### src/rtl/key_debounce_pkg.sv
// -----------------------------------------------------------------------------
// key_debounce_pkg
// Shared types and helpers for the multi-channel key debouncer.
//   hold_state_e : per-channel hold FSM states (released / pressed / held).
//   cnt_w()      : width of a counter that must hold values 0 .. limit-1.
//   max_i()      : integer maximum, used to size the shared hold counter.
// -----------------------------------------------------------------------------
package key_debounce_pkg;

    typedef enum logic [1:0] {
        S_RELEASED = 2'd0,
        S_PRESSED  = 2'd1,
        S_HELD     = 2'd2
    } hold_state_e;

    // A counter that counts 0 .. limit-1 needs $clog2(limit) bits; never
    // return zero so a degenerate limit still yields a legal vector.
    function automatic int cnt_w(input int limit);
        return (limit > 2) ? $clog2(limit) : 1;
    endfunction

    function automatic int max_i(input int a, input int b);
        return (a > b) ? a : b;
    endfunction

endpackage

### src/rtl/key_debounce_channel.sv
// -----------------------------------------------------------------------------
// key_debounce_channel
// One pushbutton channel: 2-flop synchroniser, debounce counter and a hold
// FSM producing press / release / long-press / auto-repeat strobes.
//
// Ports:
//   clk         in   system clock
//   rst_n       in   asynchronous active-low reset
//   key_in      in   raw asynchronous key input (polarity per ACTIVE_LOW)
//   key_level   out  debounced level, 1 = pressed
//   key_press   out  1-cycle strobe on accepted press
//   key_release out  1-cycle strobe on accepted release
//   key_long    out  1-cycle strobe after LONG_MAX cycles of continuous press
//   key_repeat  out  1-cycle strobe every REPEAT_MAX cycles after key_long
//
// All outputs are registered and change on the same edge as key_level.
// -----------------------------------------------------------------------------
module key_debounce_channel
    import key_debounce_pkg::*;
#(
    parameter int CNT_MAX    = 2_000_000,
    parameter int ACTIVE_LOW = 1,
    parameter int LONG_MAX   = 100_000_000,
    parameter int REPEAT_MAX = 20_000_000
) (
    input  logic clk,
    input  logic rst_n,
    input  logic key_in,
    output logic key_level,
    output logic key_press,
    output logic key_release,
    output logic key_long,
    output logic key_repeat
);

    localparam int CNT_W  = cnt_w(CNT_MAX);
    localparam int HOLD_W = cnt_w(max_i(LONG_MAX, REPEAT_MAX));

    // Raw level the key shows when it is not pressed.
    localparam logic REL_LVL = (ACTIVE_LOW != 0);

    localparam logic [CNT_W-1:0]  CNT_LAST  = CNT_W'(CNT_MAX - 1);
    localparam logic [HOLD_W-1:0] LONG_LAST = HOLD_W'(LONG_MAX - 1);
    localparam logic [HOLD_W-1:0] REP_LAST  = HOLD_W'(REPEAT_MAX - 1);

    logic              sync_p0;
    logic              sync_p1;
    logic              sample;
    logic              differ;
    logic              accept;
    logic              rise;
    logic              fall;
    logic [CNT_W-1:0]  cnt;

    hold_state_e       state;
    hold_state_e       state_next;
    logic [HOLD_W-1:0] hold_cnt;
    logic [HOLD_W-1:0] hold_next;
    logic              press_next;
    logic              release_next;
    logic              long_next;
    logic              repeat_next;

    // ---- stage p0/p1: synchroniser, reset to the released raw level ----
    always_ff @(posedge clk or negedge rst_n) begin
        if (!rst_n) begin
            sync_p0 <= REL_LVL;
            sync_p1 <= REL_LVL;
        end else begin
            sync_p0 <= key_in;
            sync_p1 <= sync_p0;
        end
    end

    // Normalised sample: 1 = pressed regardless of board polarity.
    assign sample = sync_p1 ^ REL_LVL;
    assign differ = (sample != key_level);

    // A change is accepted on the edge where the disagreement has been seen
    // for CNT_MAX consecutive samples.
    assign accept = differ && (cnt == CNT_LAST);
    assign rise   = accept && !key_level;
    assign fall   = accept &&  key_level;

    // ---- debounce stage: any agreeing sample restarts the count ----
    always_ff @(posedge clk or negedge rst_n) begin
        if (!rst_n) begin
            cnt       <= '0;
            key_level <= 1'b0;
        end else if (!differ) begin
            cnt       <= '0;
        end else if (accept) begin
            cnt       <= '0;
            key_level <= ~key_level;
        end else begin
            cnt       <= cnt + CNT_W'(1);
        end
    end

    // ---- hold FSM: state register and registered strobes ----
    always_ff @(posedge clk or negedge rst_n) begin
        if (!rst_n) begin
            state       <= S_RELEASED;
            hold_cnt    <= '0;
            key_press   <= 1'b0;
            key_release <= 1'b0;
            key_long    <= 1'b0;
            key_repeat  <= 1'b0;
        end else begin
            state       <= state_next;
            hold_cnt    <= hold_next;
            key_press   <= press_next;
            key_release <= release_next;
            key_long    <= long_next;
            key_repeat  <= repeat_next;
        end
    end

    // Release is checked ahead of the state decode so that a release
    // landing on the same edge as a long/repeat expiry suppresses it.
    always_comb begin
        state_next   = state;
        hold_next    = hold_cnt;
        press_next   = 1'b0;
        release_next = 1'b0;
        long_next    = 1'b0;
        repeat_next  = 1'b0;

        if (fall) begin
            state_next   = S_RELEASED;
            hold_next    = '0;
            release_next = 1'b1;
        end else begin
            case (state)
                S_RELEASED: begin
                    hold_next = '0;
                    if (rise) begin
                        state_next = S_PRESSED;
                        press_next = 1'b1;
                    end
                end
                S_PRESSED: begin
                    if (hold_cnt == LONG_LAST) begin
                        state_next = S_HELD;
                        hold_next  = '0;
                        long_next  = 1'b1;
                    end else begin
                        hold_next  = hold_cnt + HOLD_W'(1);
                    end
                end
                S_HELD: begin
                    if (hold_cnt == REP_LAST) begin
                        hold_next   = '0;
                        repeat_next = 1'b1;
                    end else begin
                        hold_next   = hold_cnt + HOLD_W'(1);
                    end
                end
                default: begin
                    state_next = S_RELEASED;
                    hold_next  = '0;
                end
            endcase
        end
    end

endmodule

### src/rtl/key_debounce_multi.sv
// -----------------------------------------------------------------------------
// key_debounce_multi
// NUM_KEYS independent debounced pushbutton channels for the matrix
// calculator UI. Each bit of every vector belongs to one channel.
//
// Ports:
//   clk         in   system clock
//   rst_n       in   asynchronous active-low reset
//   key_in      in   [NUM_KEYS] raw key inputs (polarity per ACTIVE_LOW)
//   key_level   out  [NUM_KEYS] debounced level, 1 = pressed
//   key_press   out  [NUM_KEYS] 1-cycle accepted-press strobes
//   key_release out  [NUM_KEYS] 1-cycle accepted-release strobes
//   key_long    out  [NUM_KEYS] 1-cycle long-press strobes
//   key_repeat  out  [NUM_KEYS] 1-cycle auto-repeat strobes
// -----------------------------------------------------------------------------
module key_debounce_multi
    import key_debounce_pkg::*;
#(
    parameter int NUM_KEYS   = 4,
    parameter int CNT_MAX    = 2_000_000,
    parameter int ACTIVE_LOW = 1,
    parameter int LONG_MAX   = 100_000_000,
    parameter int REPEAT_MAX = 20_000_000
) (
    input  logic                clk,
    input  logic                rst_n,
    input  logic [NUM_KEYS-1:0] key_in,
    output logic [NUM_KEYS-1:0] key_level,
    output logic [NUM_KEYS-1:0] key_press,
    output logic [NUM_KEYS-1:0] key_release,
    output logic [NUM_KEYS-1:0] key_long,
    output logic [NUM_KEYS-1:0] key_repeat
);

    for (genvar i = 0; i < NUM_KEYS; i++) begin : g_ch
        key_debounce_channel #(
            .CNT_MAX    (CNT_MAX),
            .ACTIVE_LOW (ACTIVE_LOW),
            .LONG_MAX   (LONG_MAX),
            .REPEAT_MAX (REPEAT_MAX)
        ) u_ch (
            .clk         (clk),
            .rst_n       (rst_n),
            .key_in      (key_in[i]),
            .key_level   (key_level[i]),
            .key_press   (key_press[i]),
            .key_release (key_release[i]),
            .key_long    (key_long[i]),
            .key_repeat  (key_repeat[i])
        );
    end

endmodule

### config.mk
export PLATFORM = sky130hd
export DESIGN_NAME = key_debounce_multi
export DESIGN_NICKNAME = d
export VERILOG_FILES = /design/src/rtl/key_debounce_pkg.sv /design/src/rtl/key_debounce_channel.sv /design/src/rtl/key_debounce_multi.sv
export SDC_FILE = /design/constraint.sdc
export NUM_CORES = 1
export LEC_CHECK = 0
export BUFFER_PORTS_ARGS = -buffer_cell sky130_fd_sc_hd__clkbuf_2
export CORE_AREA = 3 3 124 156
export DETAILED_ROUTE_END_ITERATION = 8
export DIE_AREA = 0 0 127 159
export MAX_ROUTING_LAYER = met4
export PLACE_DENSITY_LB_ADDON = 0.1
export SYNTH_ARGS = -nofsm -noshare
export SYNTH_HDL_FRONTEND = slang
export SYNTH_SLANG_ARGS = --single-unit
### constraint.sdc
create_clock -name clk -period 2.45 [get_ports clk]
set_input_delay 0.1225 -clock clk [delete_from_list [all_inputs] [get_ports clk]]
set_output_delay 0.1225 -clock clk [all_outputs]
set_load 0.005 [all_outputs]
==> impl_metrics.ini, run 1 <==
[sta]
rsz0062_at_grt = no
maxSlewHeadroom_pct = 59.06
finalCritPeriodShare_pct = 92.73
skew_ns = 0.008424
fmax_mhz = 440.2
setup_viol = 0
post-route-min-period_ns = 2.272
whs_ns = 0.1839
fin_setup_tns_ns = 0
max_slew.worst_pin.slew_ns = 0.6141
maxSlewViolCount = 0
final-hold-violation-count = 0

[setup_path]
critical_path.max_fanout = 27
crit_path_end_kind = flip-flop
path_class = reg2reg
reg2reg_slack_ns = 0.18
path_cells = or4_1 -> or4_4 -> nor4_4 -> o21ai_2 -> nand3_4 -> nor2_1
crit_arrival_ns = 2.64
crit_required_ns = 2.82
max_stage_delay_ns = 0.51
cp_slowest_cell = or4_1
start_kind = flip-flop

[final_layout]
fin_nets = 1202
fin_area_um2 = 12430
postLayoutCoreUtil_pct = 68.97
areaGrowthSynthToFinish_pct = 9.946
drive_above_1_share_pct = 10.25
fill_cells = 1438
final_cells = 1418
num_antenna_cells = 0

[die]
initial_core_util_pct = 62.73
ios = 26
die_y_um = 159
die_x_um = 127
core_um2 = 18030
fp-row-count = 55
die_area_um2 = 20190

[synth]
synth_area_um2 = 11310
avgSynthCellArea_um2 = 9.860
synth-seq-cells = 228
syn_nets = 1177
ys_types = 56
syn_inst = 1147
synth_warnings = 0
ys_seq_area_share_pct = 50.54

[status]
status = complete, no violations

[global_route]
track_usage_pct = 20.98
grt_start_max_net_pins = 82
grt_overflow = 0
grt_pass1_wl_um = 35870
antenna_found_initial = 0
grt_pass1_vias = 8109

[route]
viasPerCell = 5.504
drt_first_pass_iters = 4
vias = 7804
drcViolationCount = 0
drtAntennaViolNets = 0
wl_per_cell_um = 13.99
wl_um = 19840
drt_first_iter_violations = 340

[place]
port_buffers = 25
dp_hpwl_um = 13570
gp_congestion = 0.8509
place_area_um2 = 11610
dp.cells = 1369

[power]
peakVddDrop_v = 0.0005831
power.leakage_nw = 5.218
p_per_area_nw_per_um2 = 596.4

[min_path]
hold_path_class = in2async

[clocking]
postCtsSetupBuffers = 0
clk_pin_slew_ns = 0.06
clkSinkCount = 228
cts_tree = yes
cts_buffers = 24
clkLatencyLatePin_ns = 0.50
root_buffer = clkbuf_16
clk_path_buf_depth = 3
h-tree-depth = 1

[flow_run]
cap_violations = 0
-- kinds of logic (layout without fill, tap and decap cells) --
logic type      count (synthesis)  after routing  share of synthesized area [%]
compound gates                 33             33                          1.936
xor+xnor                      178            178                          13.78
fa+ha+maj                      24             24                          2.655
buf+inv                        90            133                          4.259
flops                         228            228                          50.54
mux                             3              3                         0.2766
simple gates                  591            591                          26.55
-- state kept, by name, summed over array words and instances, names as in the netlist --
| signal | flops |
|---|---|
| g_ch.u_ch.sync_p1 | 4 |
| g_ch.u_ch.key_level | 4 |
| g_ch.u_ch.key_release | 4 |
| g_ch.u_ch.key_repeat | 4 |
| g_ch.u_ch.hold_cnt | 108 |
| g_ch.u_ch.cnt | 84 |
| g_ch.u_ch.sync_p0 | 4 |
| g_ch.u_ch.state | 8 |
| g_ch.u_ch.key_press | 4 |
| g_ch.u_ch.key_long | 4 |
-- path summary, 6_finish.rpt --
path / startpoint / endpoint / cells after the start
hold reg to reg: g_ch[2].u_ch.sync_p0 / g_ch[2].u_ch.sync_p1 / 0
min in group clk: key_in[2] / g_ch[2].u_ch.sync_p0 / 2
hold / removal: rst_n / g_ch[1].u_ch.cnt[10] / 2
setup reg to reg: g_ch[1].u_ch.hold_cnt[15] / g_ch[1].u_ch.hold_cnt[4] / 6
max in group asynchronous: rst_n / g_ch[0].u_ch.sync_p0 / 3
setup / recovery: g_ch[1].u_ch.hold_cnt[15] / g_ch[1].u_ch.hold_cnt[4] / 6
-- cells in the mapped netlist, drive strengths merged --
cell type	number	area share, %
nor2b	1	0.055
nand2	77	2.6
nand2b	4	0.22
mux2i	2	0.18
xnor2	82	6.4
xor2	96	7.4
o21ai	14	0.65
ha	24	2.7
dfstp	8	1.9
clkdlybuf4s50	2	0.20
nor4bb	7	0.62
and2	12	0.66
nor3	31	1.4
dfrtp	220	49
or2	2	0.11
clkbuf	15	0.50
nor2	231	8.1
nand3	79	3.7
mux2	1	0.10
inv	41	1.4
o221a	1	0.10
buf	32	2.2
o311ai	1	0.077
a21oi	5	0.22
and4	17	1.3
a31oi	1	0.055
or3	8	0.44
nor4	10	0.69
a221oi	2	0.15
nor3b	2	0.13
and4b	1	0.089
o41ai	1	0.077
and3	41	2.3
o31ai	3	0.20
a2111oi	1	0.077
nand4bb	2	0.20
o221ai	1	0.077
a22o	2	0.15
or4	7	0.50
nand4	47	2.6
or3b	1	0.077
nor4b	11	0.85
a311o	1	0.089
-- metrics by stage --
stage          total power [mW]  setup WS (ns)
3_5_place_dp              4.039        0.01666
6_report                  7.416         0.1781
5_1_grt                   7.712        0.01162
4_1_cts                   7.537       0.008505
2_1_floorplan             3.927         0.3397
3_3_place_gp              4.036         0.2091
-- report_power, final --
group | switching (mW) | internal (mW)
logic | 0.111 | 0.0448
clock network | 1.39 | 2.05
registers | 0.0204 | 3.79
total | 1.53 | 5.89
-- critical path: cells and delay by family, from the launching register on --
| family | cells | cell delay (ns) |
|---|---|---|
| simple gates | 5 | 1.59 |
| compound gates | 1 | 0.10 |
| flops | 1 | 0.45 |
-- cell usage in the layout, fill, tap and decap left out, drive strengths merged, types with 2 or more instances in the layout --
master         n
a21oi          5
a22o           2
o21ai         14
xor2          96
or4            7
or3            8
or2            2
nor3b          2
nand2b         4
dlygate4sd3    5
and3          41
o31ai          3
a221oi         2
nor4          10
xnor2         82
nor4bb         7
mux2i          2
clkbuf        63
nand4         47
nand2         77
nor3          31
nand4bb        2
dfrtp        220
ha            24
clkinv         5
and4          17
and2          12
dfstp          8
inv           41
buf           19
nand3         79
nor4b         11
nor2         231
-- repair_timing --
action | CTS | global route
gates resized for setup | 0 | 3
hold buffers | 5 | 0
hold endpoints to repair | 79 | 0
setup endpoints to repair | 0 | 1
-- layer usage --
layer | share of wire, % | GRT usage [%] | up-vias
met2 | 51 | 35.55 | 92
met3 | 2.9 | 2.852 | 34
met1 | 45 | 26.65 | 3787
met4 | 1.9 | 5.561 | 0
li1 | - | - | 3891
met5 | 0 | - | -
-- final cells by class --
cell class	count	area, um2	area share (%)
clock inverter	5	25.02	0.2012
inverter	41	153.9	1.238
sequential	228	5715	45.97
multi-input combinational	829	5121	41.19
clock buffer	39	738.2	5.937
timing repair buffer	48	395.4	3.180
tap	228	285.3	2.294
(Power assumes the default switching activity.)
==> run 2, diff against run 1 <==
clock period = 2.16 ns   (was 2.45 ns; I/O delays follow)
==> run 2 against run 1 <==
The run now ends with negative setup slack left. Combinational power increased by 24%. Critical path depth rose by 1. Routed wire length grew 6.6%. Clock skew up 0.0054 ns. Hold slack lost 0.024 ns. Die area did not move. Via count grew 2.7%. Critical endpoint is now g_ch[2].u_ch.hold_cnt[2]. Largest power group unchanged.
==> impl_metrics.ini, run 2 (synthesis gave the netlist of run 1 again) <==
[status]
status = complete, but fails checks
failed_checks = negative setup slack

[place]
dp_hpwl_um = 13850
place_ws_ns = 0.04204
gp_congestion = 0.8288
place_area_um2 = 11930
port_buffers = 25

[power]
peakVddDrop_v = 0.0006349
power.leakage_nw = 5.507
p_per_area_nw_per_um2 = 657.3

[route]
drt_first_iter_violations = 403
vias = 8013
drt_first_pass_iters = 4
wl_um = 21140
drtAntennaViolNets = 0
wl_per_cell_um = 14.49
drcViolationCount = 0
viasPerCell = 5.492

[setup_path]
start_kind = flip-flop
crit_arrival_ns = 2.59
reg2reg_slack_ns = -0.04
worst_r2r_startpoint = g_ch[2].u_ch.hold_cnt[22]
crit_required_ns = 2.56
path_class = reg2reg
crit_path_end_kind = flip-flop
critical_path.max_fanout = 5
worstRegToRegCells = 7
r2r-end = g_ch[2].u_ch.hold_cnt[2]

[clocking]
root_buffer = clkbuf_16
cts_buffers = 23
cts_tree = yes
h-tree-depth = 1
clk_pin_slew_ns = 0.06
clkLatencyLatePin_ns = 0.51
clk_path_buf_depth = 3
clkSinkCount = 228

[sta]
fin_setup_tns_ns = -0.3053
rsz0062_at_grt = yes
finalCritPeriodShare_pct = 101.7
worst_slack_ns = -0.03680
max_slew.worst_pin.slew_ns = 0.6863
final-hold-violation-count = 0
skew_ns = 0.01380
setup_viol = 17
maxSlewHeadroom_pct = 54.25
maxSlewViolCount = 0
post-route-min-period_ns = 2.197
fmax_mhz = 455.2

[die]
die_x_um = 127
core_um2 = 18030
ios = 26
die_y_um = 159
die_area_um2 = 20190
initial_core_util_pct = 62.73
fp-row-count = 55

[min_path]
hold_path_class = in2async

[final_layout]
fin_area_um2 = 13110
mostFrequentLayoutCells = dfrtp_1 (220), nor2_1 (188), xor2_1 (96)
final_common_cell = dfrtp_1
fill_cells = 1328
areaGrowthSynthToFinish_pct = 15.95
fin_nets = 1245
largest_registers = g_ch.u_ch.hold_cnt (108), g_ch.u_ch.cnt (84), g_ch.u_ch.state (8)
postLayoutCoreUtil_pct = 72.73
largest_reg_flops = 108
drive_above_1_share_pct = 16.98
regMostFlops = g_ch.u_ch.hold_cnt
num_antenna_cells = 0

[global_route]
grt_pass1_wl_um = 36650
antenna_found_initial = 0
track_usage_pct = 21.66
grt_pass1_vias = 8126
grt_start_max_net_pins = 91
grt_overflow = 0

[flow_run]
cap_violations = 0
-- run 2: cell count changes in the layout (fill, tap and decap cells not counted), moves of 4 or more --
| cell | change |
|---|---|
| nor2_2 | +8 |
| buf_4 | +38 |
| nor3_1 | -4 |
| nor2_1 | -23 |
| nor2_4 | +15 |
-- run 2: routing by layer --
metal | GRT usage [%] | share of wire (%) | vias to the layer above
met3 | 2.651 | 3.0 | 39
met4 | 6.341 | 2.6 | 0
met1 | 27.83 | 44 | 3896
met2 | 36.27 | 50 | 96
met5 | - | 0 | -
li1 | - | - | 3982
-- run 2: through the flow --
step | power [mW] | hold slack, ns | instances
after CTS | 8.725 | 0.2047 | 1454
after global routing | 8.905 | 0.2336 | 1459
after detailed placement | 4.594 | 0.1547 | 1408
after floorplan | 4.454 | -0.1876 | 1147
after global placement | 4.589 | 0.1548 | 1408
final | 8.620 | 0.1604 | 1459
-- run 2: report_power, final --
group	internal [mW]	switching, mW
sequential	4.30	0.0250
combinational	0.0628	0.130
clock	2.49	1.61
-- run 2: area by class of cell --
type / instances / area, um2 / share of cell area (%)
tap: 228 / 285.3 / 2.175
clock inverter: 8 / 117.6 / 0.8969
clock buffer: 33 / 663.1 / 5.057
inverter: 41 / 153.9 / 1.174
multi-input combinational: 829 / 5376 / 41.00
timing repair buffer: 92 / 802.0 / 6.116
sequential: 228 / 5715 / 43.58
-- run 2: critical path: stages (launching register included) --
cell and delay (ns):
dfrtp_1 0.42, or4_4 0.54, or4_4 0.44, nor3_4 0.19, o21ai_2 0.09, nand3_4 0.16, clkbuf_16 0.20, nor2_2 0.05
-- run 2: timing repair --
action / in CTS / in global routing
endpoints found under the hold margin: 84 / 0
buffers inserted: 0 / 2
hold buffers: 5 / 0
resized for setup: 0 / 67
setup endpoints to repair: 0 / 110
-- run 2: worst max path at each step --
| stage | end | startpoint |
|---|---|---|
| floorplan | g_ch[1].u_ch.hold_cnt[20] | g_ch[1].u_ch.hold_cnt[15] |
| global placement | g_ch[3].u_ch.state[1] | g_ch[3].u_ch.cnt[1] |
| detailed placement | g_ch[3].u_ch.state[1] | g_ch[3].u_ch.cnt[1] |
| CTS | g_ch[3].u_ch.state[1] | g_ch[3].u_ch.cnt[0] |
| global route | g_ch[2].u_ch.hold_cnt[16] | g_ch[2].u_ch.hold_cnt[22] |
| finish | g_ch[2].u_ch.hold_cnt[2] | g_ch[2].u_ch.hold_cnt[22] |
